--- config.mk ---
export PLATFORM = sky130hd
export DESIGN_NAME = lsu_bus_bridge
export DESIGN_NICKNAME = d
export VERILOG_FILES = /design/src/rtl/lsu_bus_bridge.sv
export SDC_FILE = /design/constraint.sdc
export NUM_CORES = 1
export LEC_CHECK = 0
export ABC_AREA = 1
export ABC_CLOCK_PERIOD_IN_PS = 3290
export CORE_ASPECT_RATIO = 1.25
export CORE_MARGIN = 5
export CORE_UTILIZATION = 49
export DETAILED_ROUTE_END_ITERATION = 10
export PLACE_DENSITY = 0.87
export SLEW_MARGIN = 5
export SYNTH_ARGS = -nofsm -noshare
export SYNTH_HDL_FRONTEND = slang
export SYNTH_SLANG_ARGS = --single-unit
export TNS_END_PERCENT = 100
--- constraint.sdc ---
create_clock -name clk -period 3.29 [get_ports clk]
set_clock_uncertainty 0.15 [all_clocks]
set_input_delay 0.987 -clock clk [delete_from_list [all_inputs] [get_ports clk]]
set_output_delay 0.987 -clock clk [all_outputs]
set_load 0.1 [all_outputs]
--- src/rtl/lsu_bus_bridge.sv ---
// Bridge from the load/store controller to a req/gnt/rvalid data bus.
// It stalls the core for one access and returns the aligned, extended load value.
module lsu_bus_bridge #(
  parameter int unsigned TIMEOUT_CYCLES = 16
) (
  input  logic        clk,
  input  logic        rst_n,
  input  logic        req_valid,
  input  logic        req_we,
  input  logic [31:0] req_addr,
  input  logic [31:0] req_wdata,
  input  logic [3:0]  req_mask,
  input  logic [2:0]  req_load_ctrl,
  output logic        stall,
  output logic [31:0] load_data,
  output logic        done,
  output logic        err,
  output logic        bus_req,
  output logic        bus_we,
  output logic [31:0] bus_addr,
  output logic [31:0] bus_wdata,
  output logic [3:0]  bus_be,
  input  logic        bus_gnt,
  input  logic        bus_rvalid,
  input  logic [31:0] bus_rdata,
  output logic [1:0]  dbg_state
);

  localparam logic [1:0] S_IDLE = 2'd0;
  localparam logic [1:0] S_REQ  = 2'd1;
  localparam logic [1:0] S_RESP = 2'd2;
  localparam logic [1:0] S_DONE = 2'd3;

  localparam int unsigned CW = (TIMEOUT_CYCLES < 2) ? 1 : $clog2(TIMEOUT_CYCLES);
  localparam logic [CW-1:0] TO_LAST = CW'((TIMEOUT_CYCLES == 0) ? 0 : TIMEOUT_CYCLES - 1);

  logic [1:0]    r_state;
  logic [CW-1:0] r_cnt;
  logic          r_we;
  logic [31:0]   r_addr;
  logic [31:0]   r_wdata;
  logic [3:0]    r_mask;
  logic [2:0]    r_ctrl;
  logic [31:0]   r_load_data;
  logic          r_err;

  logic [1:0]    w_state_nxt;
  logic          w_capture;
  logic          w_abort;
  logic          w_timeout;
  logic          w_in_req;
  logic [7:0]    w_byte;
  logic [15:0]   w_half;
  logic [31:0]   w_aligned;

  assign w_in_req  = (r_state == S_REQ);
  // Last permitted REQ/RESP cycle; a completion in this same cycle still wins.
  assign w_timeout = (TIMEOUT_CYCLES != 0) && (r_cnt == TO_LAST);

  always_comb begin
    w_state_nxt = r_state;
    w_capture   = 1'b0;
    w_abort     = 1'b0;
    case (r_state)
      S_IDLE: begin
        if (req_valid) begin
          w_state_nxt = (req_we && (req_mask == 4'b0000)) ? S_DONE : S_REQ;
        end
      end
      S_REQ: begin
        if (bus_gnt && (r_we || bus_rvalid)) begin
          w_state_nxt = S_DONE;
          w_capture   = !r_we;
        end else if (w_timeout) begin
          w_state_nxt = S_DONE;
          w_abort     = 1'b1;
        end else if (bus_gnt) begin
          w_state_nxt = S_RESP;
        end
      end
      S_RESP: begin
        if (bus_rvalid) begin
          w_state_nxt = S_DONE;
          w_capture   = 1'b1;
        end else if (w_timeout) begin
          w_state_nxt = S_DONE;
          w_abort     = 1'b1;
        end
      end
      default: w_state_nxt = S_IDLE;
    endcase
  end

  always_comb begin
    case (r_addr[1:0])
      2'd0:    w_byte = bus_rdata[7:0];
      2'd1:    w_byte = bus_rdata[15:8];
      2'd2:    w_byte = bus_rdata[23:16];
      default: w_byte = bus_rdata[31:24];
    endcase
    w_half = r_addr[1] ? bus_rdata[31:16] : bus_rdata[15:0];
    case (r_ctrl)
      3'b000:  w_aligned = {{24{w_byte[7]}}, w_byte};
      3'b001:  w_aligned = {{16{w_half[15]}}, w_half};
      3'b010:  w_aligned = bus_rdata;
      3'b011:  w_aligned = {24'd0, w_byte};
      default: w_aligned = {16'd0, w_half};
    endcase
  end

  always_ff @(posedge clk or negedge rst_n) begin
    if (!rst_n) begin
      r_state     <= S_IDLE;
      r_cnt       <= '0;
      r_we        <= 1'b0;
      r_addr      <= 32'd0;
      r_wdata     <= 32'd0;
      r_mask      <= 4'd0;
      r_ctrl      <= 3'd0;
      r_load_data <= 32'd0;
      r_err       <= 1'b0;
    end else begin
      r_state <= w_state_nxt;
      if ((r_state == S_IDLE) && req_valid) begin
        r_we    <= req_we;
        r_addr  <= req_addr;
        r_wdata <= req_wdata;
        r_mask  <= req_mask;
        r_ctrl  <= req_load_ctrl;
        r_cnt   <= '0;
      end else if ((r_state == S_REQ) || (r_state == S_RESP)) begin
        r_cnt <= r_cnt + 1'b1;
      end
      // Stores and aborts retire with a zero result; only a capture loads data.
      if ((w_state_nxt == S_DONE) && (r_state != S_DONE)) begin
        r_load_data <= w_capture ? w_aligned : 32'd0;
        r_err       <= w_abort;
      end
    end
  end

  assign stall     = (r_state == S_IDLE) ? req_valid : (r_state != S_DONE);
  assign done      = (r_state == S_DONE);
  assign err       = (r_state == S_DONE) && r_err;
  assign load_data = r_load_data;
  assign bus_req   = w_in_req;
  assign bus_we    = w_in_req && r_we;
  assign bus_addr  = w_in_req ? {r_addr[31:2], 2'b00} : 32'd0;
  assign bus_wdata = w_in_req ? r_wdata : 32'd0;
  assign bus_be    = w_in_req ? (r_we ? r_mask : 4'b1111) : 4'b0000;
  assign dbg_state = r_state;

endmodule
==> impl_metrics.yaml <==
drt:
  vias_per_cell: 5.01
  wl_met2_um: 9220
  drt_iter0_drc: 309
  via_count: 6001
  top_layer_used: "met4"
  drt-pass1-iter-count: 4
  drc: 0
  wl_per_cell_um: 15.8
  drt-total-wl_um: 18900
  drtAntennaViolNets: 0
  dr_wl_met3_um: 1620
  met1_length_um: 7360
finish:
  diodes: 0
  drive_gt1_share_pct: 22.0
  area_delta_synth_final_pct: 57.8
  fill_cells: 776
  nNetsFinal: 1146
yosys:
  synth-edff-count: 0
  ys_seq_area_share_pct: 47.4
  ys.warnings.count: 0
  async_reset_ff_share_pct: 100
  synthFlopType: "dfrtp_1"
  synthDistinctLibCells: 33
  synth_area_um2: 5860
  postSynthAreaPerCell_um2: 6.99
  ys_ff_latch: 111
  synth_cells: 838
timing:
  tightest_slew_ps: 811
  max_clock_freq_ghz: 0.317
  finalMaxSlewViolations: 0
  setup_violations: 0
  rsz0062_at_grt: "no"
  max_slew_margin_pct: 45.9
  fin_crit_sh_pct: 95.9
  finalSetupTns_ps: 0
  hold_viol_final: 0
  period_minus_slack_ps: 3150
placed_design:
  place_congestion: 1.01
  port_buffers: 213
  dp_hpwl_um: 14400
worst_setup_path:
  crit_type: "flop to output pin"
  cp.required_ps: 2150
  cp-end-kind: "output pin"
  cp-start-kind: "flop"
  cp_data_arrival_time_ps: 2020
  path_max_fanout: 40
floorplan:
  io_pins: 216
  core_um2: 11700
  die_w_um: 108
  initial_core_util_pct: 50.2
  die_area_um2: 14300
  row_count: 44
  die_y_um: 132
clock_network:
  clock_sinks: 111
  cts.path.max_buffers: 2
  htreeDepth: 3
  cts-root-buf: "clkbuf_16"
  clkLatencyLatePin_ps: 340
  cts_tree: "done"
  numCtsBuffers: 9
  cts.clk_slew.worst_paths_ps: 70
worst_hold_path:
  hold_path.class: "flop to flop"
grt:
  antenna_found_initial: 0
  first_global_vias: 5623
  grt_overflow: 0
  grt_max_degree: 67
  grt_pass1_wl_um: 29200
  grt_use_total_pct: 26.0
job:
  drv_cap: 0
run_status:
  status: "finished, final reports clean"
cell families (layout without fill, tap and decap cells):
group	Yosys count	after routing	share of synthesized area [%]
AOI/OAI and AO/OA	66	66	6.45
buffers and inverters	144	342	10.3
adders and majority gates	5	5	1.07
other	1	2	0.0640
and+or+nand+nor	511	511	34.8
DFF	111	111	47.4
state kept, by name (all words and copies together), names as in the netlist:
signal and cells:
r_cnt 4, r_mask 4, r_err 1, r_we 1, r_wdata 32, r_ctrl 3, load_data 32, dbg_state 2
r_addr 32
what timing repair did:
action | CTS | global route
setup buffers | 0 | 1
hold buffers | 0 | 0
resized for setup | 0 | 0
endpoints found under the setup margin | 0 | 2
cells in the mapped netlist, drive strengths merged (2+ instances only):
cell    number  share of area [%]
a21oi        6               0.77
buf         28                2.8
clkbuf      14               0.90
dfrtp      111                 47
ha           5                1.1
inv        101                6.5
nand2      434                 28
nand3       37                3.6
nand4        2               0.32
nor2        31                2.2
nor3         3               0.26
o21ai       57                5.3
or2          4               0.43
worst max-delay path, cell delays in order (launching register included):
cell and delay (ps):
dfrtp_4 510, inv_1 130, ha_4 250, buf_12 230
nand2_1 210, nand2_2 150, buf_12 190
worst paths after layout:
kind,cells past startpoint,start,end,slack [ps]
min in group asynchronous,1,rst_n,r_addr[14],470
max reg2reg,8,dbg_state[1],load_data[27],930
max in group asynchronous,2,rst_n,dbg_state[1],1830
min reg2reg,2,r_wdata[29],r_wdata[29],330
max,6,dbg_state[1],bus_be[0],140
min,2,r_wdata[29],r_wdata[29],330
cell type report:
class                           count  area (um2)  area share [%]
Sequential cell                   111        2790            30.1
Tap cell                          161         201            2.18
Inverter                          102         619            6.70
Clock buffer                       12         246            2.67
Timing Repair Buffer              224        2850            30.8
Clock inverter                      4        30.0           0.325
Multi-Input combinational cell    584        2520            27.2
placed cells by master (no fill, tap or decap), types with 23 or more instances in the layout:
cell / instances
o21ai_0: 23
nor2_1: 29
buf_4: 45
nand2_1: 427
clkdlybuf4s50_1: 107
dfrtp_1: 109
o21ai_1: 30
nand3_1: 33
buf_12: 72
clkinvlp_4: 64
inv_1: 32
stage by stage:
| stage | util [%] | setup slack, ps | cells | hold slack [ps] | cell area (um2) |
|---|---|---|---|---|---|
| 2_1_floorplan | - | 23.8 | 839 | 299 | 6140 |
| 3_3_place_gp | 76.8 | 308 | 1181 | 311 | 8960 |
| 3_5_place_dp | 76.8 | 297 | 1181 | 315 | 8960 |
| 4_1_cts | 79.2 | 53.0 | 1197 | 334 | 9240 |
| 5_1_grt | 79.2 | 60.3 | 1198 | 343 | 9250 |
| 6_report | 79.2 | 136 | 1198 | 331 | 9250 |
metal layers:
layer  GRT usage (%)  vias up
li1                -     2907
met1            32.3     2788
met2            43.4      263
met3            5.44       43
met4            11.4        0
met5               0        -
Power is not shown: default switching activity piles up to over one toggle a cycle in this logic, so the estimate is an artifact.
